[src/rtl/ibex_cap_fetch_fifo.sv]
// ibex_cap_fetch_fifo: fetch FIFO between prefetch FSM and ID, carrying address, word and exception records.
// Define FETCH_FIFO_BYPASS_EN to present a push into an empty FIFO combinationally in the same cycle.
module ibex_cap_fetch_fifo #(
    parameter int unsigned DEPTH = 3,
    parameter int unsigned EXC_W = 6
) (
    input  logic               clk_i,
    input  logic               rst_ni,
    input  logic               clear_i,
    input  logic [31:0]        in_addr_i,
    input  logic [31:0]        in_rdata_i,
    input  logic [2*EXC_W-1:0] in_exc_i,
    input  logic               in_valid_i,
    output logic               in_ready_o,
    output logic               out_valid_o,
    input  logic               out_ready_i,
    output logic [31:0]        out_rdata_o,
    output logic [2*EXC_W-1:0] out_exc_o,
    output logic [31:0]        out_addr_o,
    output logic               out_valid_stored_o
);
    localparam int unsigned PW = $clog2(DEPTH);
    localparam int unsigned CW = $clog2(DEPTH + 1);

    logic [31:0]        addr_q  [DEPTH];
    logic [31:0]        rdata_q [DEPTH];
    logic [2*EXC_W-1:0] exc_q   [DEPTH];
    logic [PW-1:0]      rd_ptr, wr_ptr;
    logic [CW-1:0]      count;
    logic               push, pop, full, stored, byp, wr_en, rd_en;

    function automatic logic [PW-1:0] inc(input logic [PW-1:0] p);
        return p == PW'(DEPTH - 1) ? '0 : p + 1'b1;
    endfunction

    assign full               = count == CW'(DEPTH);
    assign push               = in_valid_i & ~clear_i;
    assign stored             = (count != '0) & ~clear_i;
    assign out_valid_stored_o = stored;
    // One slot stays free for the response already in flight.
    assign in_ready_o         = count <= CW'(DEPTH - 2);
`ifdef FETCH_FIFO_BYPASS_EN
    assign byp = push & (count == '0);
`else
    assign byp = 1'b0;
`endif
    assign out_valid_o = stored | byp;
    assign out_addr_o  = byp ? in_addr_i  : addr_q[rd_ptr];
    assign out_rdata_o = byp ? in_rdata_i : rdata_q[rd_ptr];
    assign out_exc_o   = byp ? in_exc_i   : exc_q[rd_ptr];
    assign pop         = out_valid_o & out_ready_i & ~clear_i;
    assign rd_en       = pop & stored;
    // A bypassed beat consumed in the same cycle never touches storage.
    assign wr_en       = push & ~full & ~(byp & pop);

    always_ff @(posedge clk_i or negedge rst_ni) begin
        if (!rst_ni) begin
            rd_ptr <= '0;
            wr_ptr <= '0;
            count  <= '0;
            for (int i = 0; i < DEPTH; i++) begin
                addr_q[i]  <= '0;
                rdata_q[i] <= '0;
                exc_q[i]   <= '0;
            end
        end else if (clear_i) begin
            rd_ptr <= '0;
            wr_ptr <= '0;
            count  <= '0;
        end else begin
            if (wr_en) begin
                addr_q[wr_ptr]  <= in_addr_i;
                rdata_q[wr_ptr] <= in_rdata_i;
                exc_q[wr_ptr]   <= in_exc_i;
                wr_ptr          <= inc(wr_ptr);
            end
            if (rd_en) rd_ptr <= inc(rd_ptr);
            count <= count + CW'(wr_en) - CW'(rd_en);
        end
    end

    push_when_full: assert property (@(posedge clk_i) disable iff (!rst_ni) !(push && full));
endmodule
[config.mk]
export PLATFORM = sky130hd
export DESIGN_NAME = ibex_cap_fetch_fifo
export DESIGN_NICKNAME = d
export VERILOG_FILES = /design/src/rtl/ibex_cap_fetch_fifo.sv
export SDC_FILE = /design/constraint.sdc
export NUM_CORES = 1
export LEC_CHECK = 0
export BUFFER_PORTS_ARGS = -buffer_cell sky130_fd_sc_hd__buf_2
export CAP_MARGIN = 20
export CELL_PAD_IN_SITES_DETAIL_PLACEMENT = 0
export CELL_PAD_IN_SITES_GLOBAL_PLACEMENT = 1
export CORE_MARGIN = 5
export CORE_UTILIZATION = 50
export DETAILED_ROUTE_END_ITERATION = 6
export PLACE_DENSITY_LB_ADDON = 0.1
export SYNTH_ARGS = -nofsm -noshare
export SYNTH_HDL_FRONTEND = slang
export SYNTH_SLANG_ARGS = --single-unit
[constraint.sdc]
create_clock -name clk_i -period 5.4 [get_ports clk_i]
set_input_delay 0.54 -clock clk_i [delete_from_list [all_inputs] [get_ports clk_i]]
set_output_delay 0.54 -clock clk_i [all_outputs]
set_load 0.02 [all_outputs]
==> results of run 1 <==
[metal layers]
metal / up-vias / wire [um] / GRT usage [%]
li1: 2993 / - / -
met1: 3353 / 10180 / 26.14
met2: 137 / 11550 / 33.78
met3: 29 / 1281 / 3.991
met4: 4 / 289 / 3.574
met5: - / 25 / 0
[registers in the layout, indices dropped and copies added (netlist names)]
name	flops
addr_q	96
exc_q	36
rd_ptr	2
count	2
wr_ptr	2
rdata_q	96
[worst max-delay path: stages, from the launching register on]
cell                      delay [ns]
sky130_fd_sc_hd__dfrtp_4        0.96
sky130_fd_sc_hd__buf_4          0.71
sky130_fd_sc_hd__mux2i_1        0.17
sky130_fd_sc_hd__o21ai_0        0.28
sky130_fd_sc_hd__buf_2          0.23
[worst paths after layout]
path	endpoint	slack, ns	depth (start not counted)
worst max-delay path	out_rdata_o[19]	1.93	4
worst min-delay path	rdata_q[22]	0.1	1
worst max register to register	addr_q[43]	2.72	5
worst min register to register	rdata_q[40]	0.48	1
max in group asynchronous	addr_q[74]	3.90	2
min in group clk_i	addr_q[36]	0.28	2
[synth_stat cells (3+ instances only)]
cell type	count
sky130_fd_sc_hd__dfrtp_1	234
sky130_fd_sc_hd__mux2_2	188
sky130_fd_sc_hd__nand2_1	78
sky130_fd_sc_hd__mux2i_1	76
sky130_fd_sc_hd__o21ai_0	75
sky130_fd_sc_hd__mux2_1	40
sky130_fd_sc_hd__clkbuf_1	18
sky130_fd_sc_hd__buf_2	15
sky130_fd_sc_hd__buf_4	11
sky130_fd_sc_hd__buf_1	4
sky130_fd_sc_hd__buf_6	4
sky130_fd_sc_hd__a21oi_1	3
sky130_fd_sc_hd__nor2b_1	3
[final cells by class]
class / count / area share (%)
clock inverters: 7 / 1.109
clock buffers: 35 / 5.934
inverters: 2 / 0.06160
multi-input cells: 481 / 34.69
repair buffers: 171 / 7.350
well taps: 270 / 2.772
flip-flops and latches: 234 / 48.09
[logic make-up (layout without fill, tap and decap cells)]
logic type	after synthesis	count (layout)	synth area share, %
flops	234	234	56.47
fa+ha+maj	2	2	0.2413
mux	304	304	32.10
simple gates	90	90	4.006
xor+xnor	2	2	0.1690
buf+inv	54	215	2.824
compound gates	83	83	4.187
[power by group]
part | switching, mW | internal [mW] | total [mW]
sequential | 0.274 | 2.24 | 2.52
combinational | 0.706 | 0.653 | 1.36
clock | 0.659 | 1.11 | 1.77
total | 1.64 | 4.01 | 5.65
[stage by stage]
step / utilization (%) / total power, mW / std cells / setup slack [ns]
4_1_cts: 60.04 / 5.726 / 1200 / 1.894
6_report: 60.04 / 5.651 / 1200 / 1.930
2_1_floorplan: - / 3.436 / 769 / 3.242
5_1_grt: 60.04 / 5.965 / 1200 / 1.779
3_5_place_dp: 55.81 / 3.932 / 1158 / 2.444
3_3_place_gp: 55.81 / 3.838 / 1158 / 2.449
==> metrics.log, run 1 <==
[metrics] outcome: completed
[metrics] Resize count post-CTS: 0
[metrics] total count of max-transition violations in the final report: 0
[metrics] number of buffers inserted by port buffering: 159
[metrics] chip height: 154.0 um
[metrics] Area Overhead vs Synth: 17.55%
[metrics] maximum fanout count along the critical path: between 40 and 50
[metrics] total number of H-tree levels: 1
[metrics] buffer count from post-CTS setup fixing: 0
[metrics] multi-input logic area: 0.004228 sq mm
[metrics] number of antenna violations at the first check in global routing: 2
[metrics] I/O pins: 160
[metrics] CTS tree: done
[metrics] Avg Vias per Cell: 5.430
[metrics] filler cell count in the final layout: ~1700
[metrics] cell taking the most area after synthesis: sky130_fd_sc_hd__dfrtp_1
[metrics] Core Region: between 0.02 and 0.025 sq mm
[metrics] top library cells by usage in the layout, fill and taps aside: 232 x sky130_fd_sc_hd__dfrtp_1, 188 x sky130_fd_sc_hd__mux2_2, 158 x sky130_fd_sc_hd__buf_2
[metrics] TritonCTS Buffers: 25
[metrics] TNS Setup: 0 ns
[metrics] Max Buffers Root-to-Sink: 3
[metrics] average wire length per cell after detail routing: 19.44 um
[metrics] via count: 6516
[metrics] number of inserted diodes: 0
[metrics] maximum number of pins on one net before global-route repair: 128
[metrics] Max Clock Freq: approximately 290 MHz
[metrics] number of nets with antenna violations after routing: 0
[metrics] most frequent standard cell in the layout excluding fill and tap cells: sky130_fd_sc_hd__dfrtp_1
[metrics] layout net count: 998
[metrics] DRC violations left: 0
[metrics] net count after synthesis: 852
[metrics] Clock Skew: roughly 0.007 ns
[metrics] register bit count reported by yosys: 234
[metrics] cell count after synthesis: approximately 770
[metrics] endpoint arrival time on the critical path: 2.93 ns
[metrics] sequential cell area in the final layout: 0.005861 sq mm
[metrics] top area cells in the synthesized netlist: sky130_fd_sc_hd__dfrtp_1 56%, sky130_fd_sc_hd__mux2_2 20%, sky130_fd_sc_hd__mux2i_1 7.3%
[metrics] Clock Root Buffer: sky130_fd_sc_hd__clkbuf_16
[metrics] CTS sink count: 234
[metrics] floorplan die area: 0.02372 sq mm
[metrics] transition time of the tightest slew-check pin: 0.9762 ns
[metrics] post-route minimum period: 3.470 ns
[metrics] share of flip-flops with an asynchronous set or reset: 100.0%
[metrics] cell area after synthesis: 0.01037 sq mm
[metrics] Startpoint Class: flip-flop
[metrics] worst endpoint required time: just under 5 ns
[metrics] fraction of layout cells with a size suffix above 1: a little over two fifths
[metrics] Yosys warning total: 0
[metrics] DIE WIDTH: between 150 and 200 um
[metrics] headroom to the max-slew limit: 34.92%
[metrics] power density cells: 463.6 mW/mm^2
[metrics] detailed-routing iteration count for the pre-antenna-repair pass: 4
[metrics] clock insertion delay at the later pin of the skew report: around 0.50 ns
[metrics] synthesized area per cell: 13.48 sq um
[metrics] Leak: ~5.3 nW
[metrics] hold buffer count at CTS: 0
[metrics] total setup violations reported at the end of the flow: 0
[metrics] final design instance area without fill: 0.01219 sq mm
[metrics] unrepaired setup endpoints after global routing: no
[metrics] Reg clk slew, reported paths: 0.06 ns
[metrics] worst vdd ir: 0.0002551 V
[metrics] total track usage: between 10% and 20%
[metrics] primary flip-flop cell chosen by synthesis mapping: sky130_fd_sc_hd__dfrtp_1
[metrics] number of global-route vias before repair: 7171
[metrics] EDFF count, synth: 0
[metrics] Final period util: between 60% and 70%
[metrics] first-iteration detailed-routing DRC count: 217
[metrics] number of distinct library cells after synthesis: 28
[metrics] Yosys top cell area share: a little under three fifths
[metrics] sort of element at the end of the critical path: output port
[metrics] reg-to-reg critical path startpoint: count[1]
[metrics] HPWL after detailed placement: 14490 um
[metrics] worst min path class: in2async
[metrics] initial standard-cell utilization of the core: 51.08%
[metrics] number of rows created at floorplan: 52
[metrics] wire length of the first global-routing pass: 38230 um
[metrics] sum of routed wire length over all layers: 23330 um
[metrics] final-layout worst hold slack: approximately 0.099 ns
[metrics] Congestion Overflow GR: 0
[metrics] Fin. Hold Viols: 0
[metrics] RD Place Congestion: approximately 0.74
[metrics] area after detailed placement: between 0.01 and 0.015 sq mm
[metrics] CP startpoint: rd_ptr[0]
[metrics] portion of the post-synthesis area used by sequential elements: 56.47%
[metrics] start-to-end type of the worst setup path: reg2out
[metrics] number of maximum-capacitance violations: 0
Power figures use the tool's default switching activity.
==> run 2: changes to the inputs <==
--- a/config.mk
+++ b/config.mk
@@ -10,7 +10,7 @@
 export CELL_PAD_IN_SITES_DETAIL_PLACEMENT = 0
 export CELL_PAD_IN_SITES_GLOBAL_PLACEMENT = 1
 export CORE_MARGIN = 5
-export CORE_UTILIZATION = 50
+export CORE_UTILIZATION = 46
 export DETAILED_ROUTE_END_ITERATION = 6
 export PLACE_DENSITY_LB_ADDON = 0.1
 export SYNTH_ARGS = -nofsm -noshare
==> constraint.sdc (replaced) <==
create_clock -name clk_i -period 3.5 [get_ports clk_i]
set_input_delay 0.35 -clock clk_i [delete_from_list [all_inputs] [get_ports clk_i]]
set_output_delay 0.35 -clock clk_i [all_outputs]
set_load 0.02 [all_outputs]
==> run 2 against run 1 <==
  * Critical path depth unchanged
  * Sequential cell count unchanged
  * Sequential share of layout area decreased by 0.28 points
  * Die area increased by 8.1%
  * Hold slack got worse by 0.013 ns
  * Non-clock buffer count increased by 5
  * Cell count increased by 2.0%
  * Final area increased by 0.59%
  * Critical endpoint is now out_rdata_o[21]
  * Largest cell class unchanged
  * Highest routed layer unchanged
==> metrics.log, run 2 (synthesis results as in run 1) <==
[metrics] total setup violations reported at the end of the flow: 0 (unchanged)
[metrics] Internal Power: 6.108 mW (+52%)
[metrics] final design instance area without fill: 0.01226 sq mm (+0.59%)
[metrics] Seq pwr share: 45.0% (+0.4 points)
[metrics] worst endpoint required time: 3.15 ns (-1.71 ns)
[metrics] total track usage: 18.73% (-0.89 points)
[metrics] Max Buffers Root-to-Sink: 3 (unchanged)
[metrics] Fin. Hold Viols: 0 (unchanged)
[metrics] Combinational Power Share: 24.4% (+0.4 points)
[metrics] P_sw: 2.531 mW (+54%)
[metrics] chip height: 160.1 um (+4.0%)
[metrics] headroom to the max-slew limit: 45.99% (+11 points)
[metrics] average wire length per cell after detail routing: 19.48 um (+0.21%)
[metrics] fraction of layout cells with a size suffix above 1: 44.03% (+0.27 points)
[metrics] post-layout util: 54.65% (-5.4 points)
[metrics] Core Region: 0.02243 sq mm (+11%)
[metrics] transition time of the tightest slew-check pin: 0.8102 ns (-0.1660 ns)
[metrics] most frequent standard cell in the layout excluding fill and tap cells: sky130_fd_sc_hd__dfrtp_1
[metrics] TritonCTS Buffers: 25 (unchanged)
[metrics] part of the power in the clock network: 30.6% (-0.8 points)
[metrics] CTS tree: done
[metrics] Avg Vias per Cell: 5.348 (-1.5%)
[metrics] sum of routed wire length over all layers: 23840 um (+2.2%)
[metrics] DIE WIDTH: 160.1 um (+4.0%)
[metrics] Resize count post-CTS: 0 (unchanged)
[metrics] Switching Share: 29.30% (+0.30 points)
[metrics] unrepaired setup endpoints after global routing: no
[metrics] TNS Setup: 0 ns (unchanged)
[metrics] registers with the most flip-flops: addr_q (96), rdata_q (96), exc_q (36)
[metrics] maximum fanout count along the critical path: 39 (-9.3%)
[metrics] hold buffer count at CTS: 1 (+1)
[metrics] worst vdd ir: 0.0004211 V (+65%)
[metrics] area after detailed placement: 0.01140 sq mm (+0.65%)
[metrics] HPWL after detailed placement: 15140 um (+4.5%)
[metrics] Leak: 5.368 nW (+0.54%)
[metrics] CTS sink count: 234 (unchanged)
[metrics] maximum number of pins on one net before global-route repair: 104 (-19%)
[metrics] Reg clk slew, reported paths: 0.06 ns (about the same)
[metrics] post-route minimum period: 2.761 ns
[metrics] Startpoint Class: flip-flop
[metrics] endpoint arrival time on the critical path: 2.41 ns (-0.52 ns)
[metrics] DRC violations left: 0 (unchanged)
[metrics] number of rows created at floorplan: 55 (+5.8%)
[metrics] RD Place Congestion: 0.7474 (+1.1%)
[metrics] detailed-routing iteration count for the pre-antenna-repair pass: 4 (unchanged)
[metrics] Clock Skew: 0.01495 ns (+0.008014 ns)
[metrics] Congestion Overflow GR: 0 (unchanged)
[metrics] number of nets with antenna violations after routing: 0 (unchanged)
[metrics] floorplan die area: 0.02564 sq mm (+8.1%)
[metrics] buffer count from post-CTS setup fixing: 0 (unchanged)
[metrics] Area Overhead vs Synth: 18.23%
[metrics] power density cells: 704.7 mW/mm^2 (+52%)
[metrics] Max Clock Freq: 362.1 MHz
[metrics] initial standard-cell utilization of the core: 46.22% (-4.9 points)
[metrics] clock insertion delay at the later pin of the skew report: 0.52 ns (+0.02 ns)
[metrics] number of antenna violations at the first check in global routing: 5 (+3)
[metrics] first-iteration detailed-routing DRC count: 278 (+28%)
[metrics] sum of internal, switching and leakage power: 8.639 mW (+53%)
[metrics] sort of element at the end of the critical path: output port
[metrics] total count of max-transition violations in the final report: 0 (unchanged)
[metrics] worst min path class: in2reg
[metrics] number of maximum-capacitance violations: 0 (unchanged)
[metrics] start-to-end type of the worst setup path: reg2out
[metrics] layout net count: 1003 (+0.50%)
[metrics] number of buffers inserted by port buffering: 159 (unchanged)
[metrics] via count: 6546 (+0.46%)
[metrics] wire length of the first global-routing pass: 39300 um (+2.8%)
[metrics] outcome: completed
[metrics] Clock Root Buffer: sky130_fd_sc_hd__clkbuf_16
[metrics] top library cells by usage in the layout, fill and taps aside: 232 x sky130_fd_sc_hd__dfrtp_1, 188 x sky130_fd_sc_hd__mux2_2, 158 x sky130_fd_sc_hd__buf_2
[metrics] I/O pins: 160 (unchanged)
[metrics] Final period util: roughly four fifths
[metrics] number of global-route vias before repair: 7367 (+2.7%)
[metrics] total number of H-tree levels: 1 (unchanged)
[run 2: per-layer routing]
metal / track usage, % / share of wire [%] / vias up
met5: 0 / 0.17 / -
met4: 4.928 / 2.1 / 8
met3: 4.181 / 4.8 / 38
met2: 33.04 / 51 / 128
met1: 23.35 / 42 / 3361
li1: - / - / 3011
[run 2: critical path: stages (launching register included)]
cell,delay (ns)
sky130_fd_sc_hd__dfrtp_4,0.94
sky130_fd_sc_hd__buf_4,0.37
sky130_fd_sc_hd__mux2i_1,0.10
sky130_fd_sc_hd__o21ai_0,0.25
sky130_fd_sc_hd__buf_2,0.22
[run 2: metrics by stage]
step           std cells  setup slack [ns]  hold slack, ns
2_1_floorplan        769             1.532         0.05441
3_3_place_gp        1177             1.244          0.4352
3_5_place_dp        1177             1.220          0.4507
4_1_cts             1223            0.6534         0.06465
5_1_grt             1224            0.5244         0.07323
6_report            1224            0.7386         0.08528
[run 2: layout make-up]
class                           instances  area [sq um]
Multi-Input combinational cell        481          4228
Clock inverter                          7         88.84
Timing Repair Buffer                  176         960.9
Fill cell                            1862         10170
Tap cell                              285         356.6
Sequential cell                       234          5861
Clock buffer                           38         754.5
Inverter                                2         7.507
Antenna cell                            1         2.502
[run 2: worst paths after layout]
kind / from / to / slack (ns) / depth (start not counted)
worst min register to register: rdata_q[42] / rdata_q[42] / 0.48 / 1
worst max-delay path: rd_ptr[0] / out_rdata_o[21] / 0.74 / 4
min in group asynchronous: rst_ni / addr_q[67] / 0.45 / 2
max in group asynchronous: rst_ni / addr_q[62] / 2.04 / 3
worst min-delay path: in_exc_i[10] / exc_q[22] / 0.09 / 2
worst max register to register: count[1] / addr_q[40] / 1.28 / 4
[run 2: power by group through the flow]
stage / clock network (mW) / registers, mW / logic (mW)
2_1_floorplan: 0 / 3.77 / 1.54
3_3_place_gp: 0 / 3.88 / 2.07
3_5_place_dp: 0 / 3.94 / 2.14
4_1_cts: 2.73 / 3.89 / 2.15
5_1_grt: 2.82 / 3.99 / 2.31
6_report: 2.65 / 3.89 / 2.11
==> run 3: changes to the inputs <==
--- a/config.mk
+++ b/config.mk
@@ -5,12 +5,13 @@
 export SDC_FILE = /design/constraint.sdc
 export NUM_CORES = 1
 export LEC_CHECK = 0
+export ABC_AREA = 1
 export BUFFER_PORTS_ARGS = -buffer_cell sky130_fd_sc_hd__buf_2
 export CAP_MARGIN = 20
 export CELL_PAD_IN_SITES_DETAIL_PLACEMENT = 0
 export CELL_PAD_IN_SITES_GLOBAL_PLACEMENT = 1
 export CORE_MARGIN = 5
-export CORE_UTILIZATION = 46
+export CORE_UTILIZATION = 38
 export DETAILED_ROUTE_END_ITERATION = 6
 export PLACE_DENSITY_LB_ADDON = 0.1
 export SYNTH_ARGS = -nofsm -noshare
==> constraint.sdc (replaced) <==
create_clock -name clk_i -period 2.5 [get_ports clk_i]
set_input_delay 0.25 -clock clk_i [delete_from_list [all_inputs] [get_ports clk_i]]
set_output_delay 0.25 -clock clk_i [all_outputs]
set_load 0.02 [all_outputs]
==> run 3 against run 2 <==
  * Final area rose by 9.9%
  * Combinational power is 60% higher
  * Cell count grew 60%
  * Clock skew shrank 0.0013 ns
  * Register-to-register slack lost 0.58 ns
  * Via count up 48%
  * Clock-buffer cell count up 3
  * Hold slack better by 0.23 ns
  * Critical path type unchanged
  * Largest cell class unchanged
  * Largest power group unchanged
==> metrics.log, run 3 <==
[metrics] outcome: completed
[metrics] cell count after synthesis: 1369 (+78%)
[metrics] number of global-route vias before repair: 9542 (+30%)
[metrics] most frequently used cell type in the post-synthesis netlist: sky130_fd_sc_hd__nand2_1
[metrics] total track usage: 20.79% (+2.1 points)
[metrics] Resize count post-CTS: 0 (unchanged)
[metrics] maximum number of pins on one net before global-route repair: 139 (+34%)
[metrics] fraction of layout cells with a size suffix above 1: 14.96% (-29 points)
[metrics] cell chain of the critical path: nor2_4, buf_4, nand2_1, nand3_1, buf_2
[metrics] TNS Setup: 0 ns (unchanged)
[metrics] CTS sink count: 234 (unchanged)
[metrics] DRC violations left: 0 (unchanged)
[metrics] initial standard-cell utilization of the core: 38.32% (-7.9 points)
[metrics] transition time of the tightest slew-check pin: 0.6903 ns (-0.1199 ns)
[metrics] top library cells by usage in the layout, fill and taps aside: 697 x sky130_fd_sc_hd__nand2_1, 309 x sky130_fd_sc_hd__nand3_1, 234 x sky130_fd_sc_hd__dfrtp_1
[metrics] DIE WIDTH: 177.1 um (+11%)
[metrics] number of distinct library cells after synthesis: 14 (-50%)
[metrics] Leak: 7.204 nW (+34%)
[metrics] Yosys top cell area share: 55.16% (-1.3 points)
[metrics] compound-cell area share of the yosys netlist: 0.04714% (-4.1 points)
[metrics] dominant combinational cell family by area after synthesis: simple AND/OR/NAND/NOR gates
[metrics] first-iteration detailed-routing DRC count: 680 (+140%)
[metrics] number of nets with antenna violations after routing: 0 (unchanged)
[metrics] worst vdd ir: 0.0005231 V (+24%)
[metrics] Avg Vias per Cell: 4.940 (-7.6%)
[metrics] number of maximum-capacitance violations: 0 (unchanged)
[metrics] number of inserted diodes: 0 (-1)
[metrics] sum of routed wire length over all layers: 32670 um (+37%)
[metrics] Yosys warning total: 0 (unchanged)
[metrics] worst endpoint required time: 2.25 ns (-0.90 ns)
[metrics] primary flip-flop cell chosen by synthesis mapping: sky130_fd_sc_hd__dfrtp_1
[metrics] worst slack at placement: 0.7527 ns (-0.4670 ns)
[metrics] start-to-end type of the worst setup path: reg2out
[metrics] post-layout util: 48.64% (-6.0 points)
[metrics] Switching Share: 34.00% (+4.7 points)
[metrics] number of antenna violations at the first check in global routing: 0 (-5)
[metrics] synthesized-area fraction occupied by xor and xnor cells: 0% (-0.17 points)
[metrics] top area cells in the synthesized netlist: sky130_fd_sc_hd__dfrtp_1 55%, sky130_fd_sc_hd__nand2_1 25%, sky130_fd_sc_hd__nand3_1 15%
[metrics] endpoint arrival time on the critical path: 2.00 ns (-0.41 ns)
[metrics] fraction of the mapped netlist area in simple logic gates: 39.87% (+36 points)
[metrics] Synth top cells by count: 697 x sky130_fd_sc_hd__nand2_1, 312 x sky130_fd_sc_hd__nand3_1, 234 x sky130_fd_sc_hd__dfrtp_1
[metrics] multiplexer share of the synthesized area: 0% (-32 points)
[metrics] Clock Root Buffer: sky130_fd_sc_hd__clkbuf_16
[metrics] buffer count from post-CTS setup fixing: 0 (unchanged)
[metrics] RD Place Congestion: 0.7564 (+1.2%)
[metrics] number of rows created at floorplan: 61 (+11%)
[metrics] synthesized area per cell: 7.755 sq um (-42%)
[metrics] registers with the most flip-flops: addr_q (96), rdata_q (96), exc_q (36)
[metrics] Final period util: 89.97%
[metrics] Seq pwr share: 43.9% (-1.1 points)
[metrics] P_sw: 4.341 mW (+72%)
[metrics] cell taking the most area after synthesis: sky130_fd_sc_hd__dfrtp_1
[metrics] maximum fanout count along the critical path: 35 (-10%)
[metrics] register bit count reported by yosys: 234 (unchanged)
[metrics] cell area after synthesis: 0.01062 sq mm (+2.4%)
[metrics] Fin. Hold Viols: 0 (unchanged)
[metrics] TritonCTS Buffers: 27 (+8.0%)
[metrics] Congestion Overflow GR: 0 (unchanged)
[metrics] net count after synthesis: 1452 (+70%)
[metrics] number of buffers inserted by port buffering: 159 (unchanged)
[metrics] total count of max-transition violations in the final report: 0 (unchanged)
[metrics] Core Region: 0.02771 sq mm (+23%)
[metrics] wire length of the first global-routing pass: 52670 um (+34%)
[metrics] total number of H-tree levels: 1 (unchanged)
[metrics] filler cell count in the final layout: 2816 (+51%)
[metrics] CTS tree: done
[metrics] via count: 9663 (+48%)
[metrics] Area Overhead vs Synth: 26.93%
[metrics] part of the power in the clock network: 29.6% (-1.0 points)
[metrics] total setup violations reported at the end of the flow: 0 (unchanged)
[metrics] Max Clock Freq: 444.6 MHz
[metrics] detailed-routing iteration count for the pre-antenna-repair pass: 5 (+1)
[metrics] Clock Skew: 0.01366 ns (-0.001291 ns)
[metrics] share of flip-flops with an asynchronous set or reset: 100.0% (unchanged)
[metrics] crit-path leading delay family: buffers and inverters
[metrics] peak per-stage delay on the critical path: 0.45 ns (-0.49 ns)
[metrics] Combinational Power Share: 26.5% (+2.1 points)
[metrics] Buf+Inv Stages, Crit Path: 2 (unchanged)
[metrics] Critical-path top delay cell: sky130_fd_sc_hd__dfrtp_1
[metrics] Reg clk slew, reported paths: 0.06 ns (about the same)
[metrics] sort of element at the end of the critical path: output port
[metrics] I/O pins: 160 (unchanged)
[metrics] EDFF count, synth: 0 (unchanged)
[metrics] clock insertion delay at the later pin of the skew report: 0.53 ns (about the same)
[metrics] HPWL after detailed placement: 17270 um (+14%)
[metrics] layout net count: 1646 (+64%)
[metrics] unrepaired setup endpoints after global routing: no
[metrics] worst min path class: in2async
[metrics] hold buffer count at CTS: 79 (+78)
[metrics] most frequent standard cell in the layout excluding fill and tap cells: sky130_fd_sc_hd__nand2_1
[metrics] Internal Power: 8.427 mW (+38%)
[metrics] headroom to the max-slew limit: 53.98% (+8.0 points)
[metrics] chip height: 177.1 um (+11%)
[metrics] post-route minimum period: 2.249 ns
[metrics] Synth Area in Adders: 0.2357% (-0.0056 points)
[metrics] portion of the post-synthesis area used by sequential elements: 55.16% (-1.3 points)
[metrics] power density cells: 947.5 mW/mm^2 (+34%)
[metrics] Max Buffers Root-to-Sink: 3 (unchanged)
[metrics] floorplan die area: 0.03138 sq mm (+22%)
[metrics] average wire length per cell after detail routing: 16.70 um (-14%)
[metrics] Startpoint Class: flip-flop
[metrics] Worst Setup Slack, final: 0.2508 ns (-0.4878 ns)
-- run 3: cell types whose count changed in the layout (fill, tap and decap cells not counted), moves of 9 or more --
cell	previous run	this run
sky130_fd_sc_hd__nand3_1	0	309
sky130_fd_sc_hd__buf_12	2	11
sky130_fd_sc_hd__mux2_2	188	0
sky130_fd_sc_hd__nand2_1	78	697
sky130_fd_sc_hd__mux2_1	40	0
sky130_fd_sc_hd__dlygate4sd3_1	1	79
sky130_fd_sc_hd__mux2i_1	76	0
sky130_fd_sc_hd__o21ai_0	75	0
-- run 3: area by class of cell --
type / instances / area [sq um] / share of cell area (%)
Sequential cell: 234 / 5856 / 43.45
Multi-Input combinational cell: 1024 / 4348 / 32.27
Timing Repair Buffer: 263 / 1922 / 14.26
Clock buffer: 41 / 788.3 / 5.850
Tap cell: 378 / 473.0 / 3.510
Inverter: 13 / 48.80 / 0.3621
Clock inverter: 3 / 40.04 / 0.2971
-- run 3: worst paths after layout --
path / start / end / slack (ns) / depth (start not counted)
max: rd_ptr[1] / out_addr_o[13] / 0.25 / 5
min: rst_ni / rdata_q[41] / 0.32 / 2
max reg2reg: count[0] / rdata_q[19] / 0.70 / 6
min reg2reg: addr_q[66] / addr_q[66] / 0.47 / 2
max in group asynchronous: rst_ni / exc_q[32] / 1.44 / 3
min in group clk_i: in_valid_i / wr_ptr[1] / 0.35 / 6
-- run 3: cell families (layout without fill, tap and decap cells) --
group / after synthesis / after routing
adder cells (fa/ha/maj): 2 / 2
buffers and inverters: 111 / 320
flip-flops: 234 / 234
AO/OA/AOI/OAI: 1 / 1
AND/OR/NAND/NOR: 1021 / 1021
-- run 3: worst reg2reg max path, cell delays in order, from the launching register on --
cell	delay [ns]
sky130_fd_sc_hd__dfrtp_1	0.39
sky130_fd_sc_hd__nand2_1	0.28
sky130_fd_sc_hd__inv_2	0.08
sky130_fd_sc_hd__nor2_4	0.15
sky130_fd_sc_hd__buf_12	0.47
sky130_fd_sc_hd__nand3_1	0.24
sky130_fd_sc_hd__nand2_1	0.12
-- run 3: metrics by stage --
| stage | hold slack (ns) | instances | area [sq um] | power (mW) |
|---|---|---|---|---|
| 2_1_floorplan | -0.04559 | 1369 | 10620 | 7.760 |
| 6_report | 0.3157 | 1956 | 13480 | 12.77 |
| 3_5_place_dp | 0.3055 | 1833 | 11860 | 9.002 |
| 4_1_cts | 0.3329 | 1956 | 13480 | 12.95 |
| 5_1_grt | 0.3825 | 1956 | 13480 | 13.63 |
| 3_3_place_gp | 0.3057 | 1833 | 11860 | 8.943 |
-- run 3: per-layer routing --
metal | global-route usage [%] | vias up | share of wire, %
met5 | 0 | - | 0
li1 | - | 4751 | -
met2 | 34.74 | 219 | 47
met3 | 2.777 | 34 | 5.0
met4 | 4.062 | 0 | 1.5
met1 | 29.31 | 4659 | 47
-- run 3: power by group through the flow --
| stage | clock network, mW | registers (mW) | logic [mW] |
|---|---|---|---|
| final | 3.78 | 5.61 | 3.38 |
| after global placement | 0 | 5.65 | 3.30 |
| after global routing | 4.06 | 5.76 | 3.82 |
| after detailed placement | 0 | 5.65 | 3.35 |
| after CTS | 3.89 | 5.61 | 3.45 |
| after floorplan | 0 | 5.51 | 2.25 |
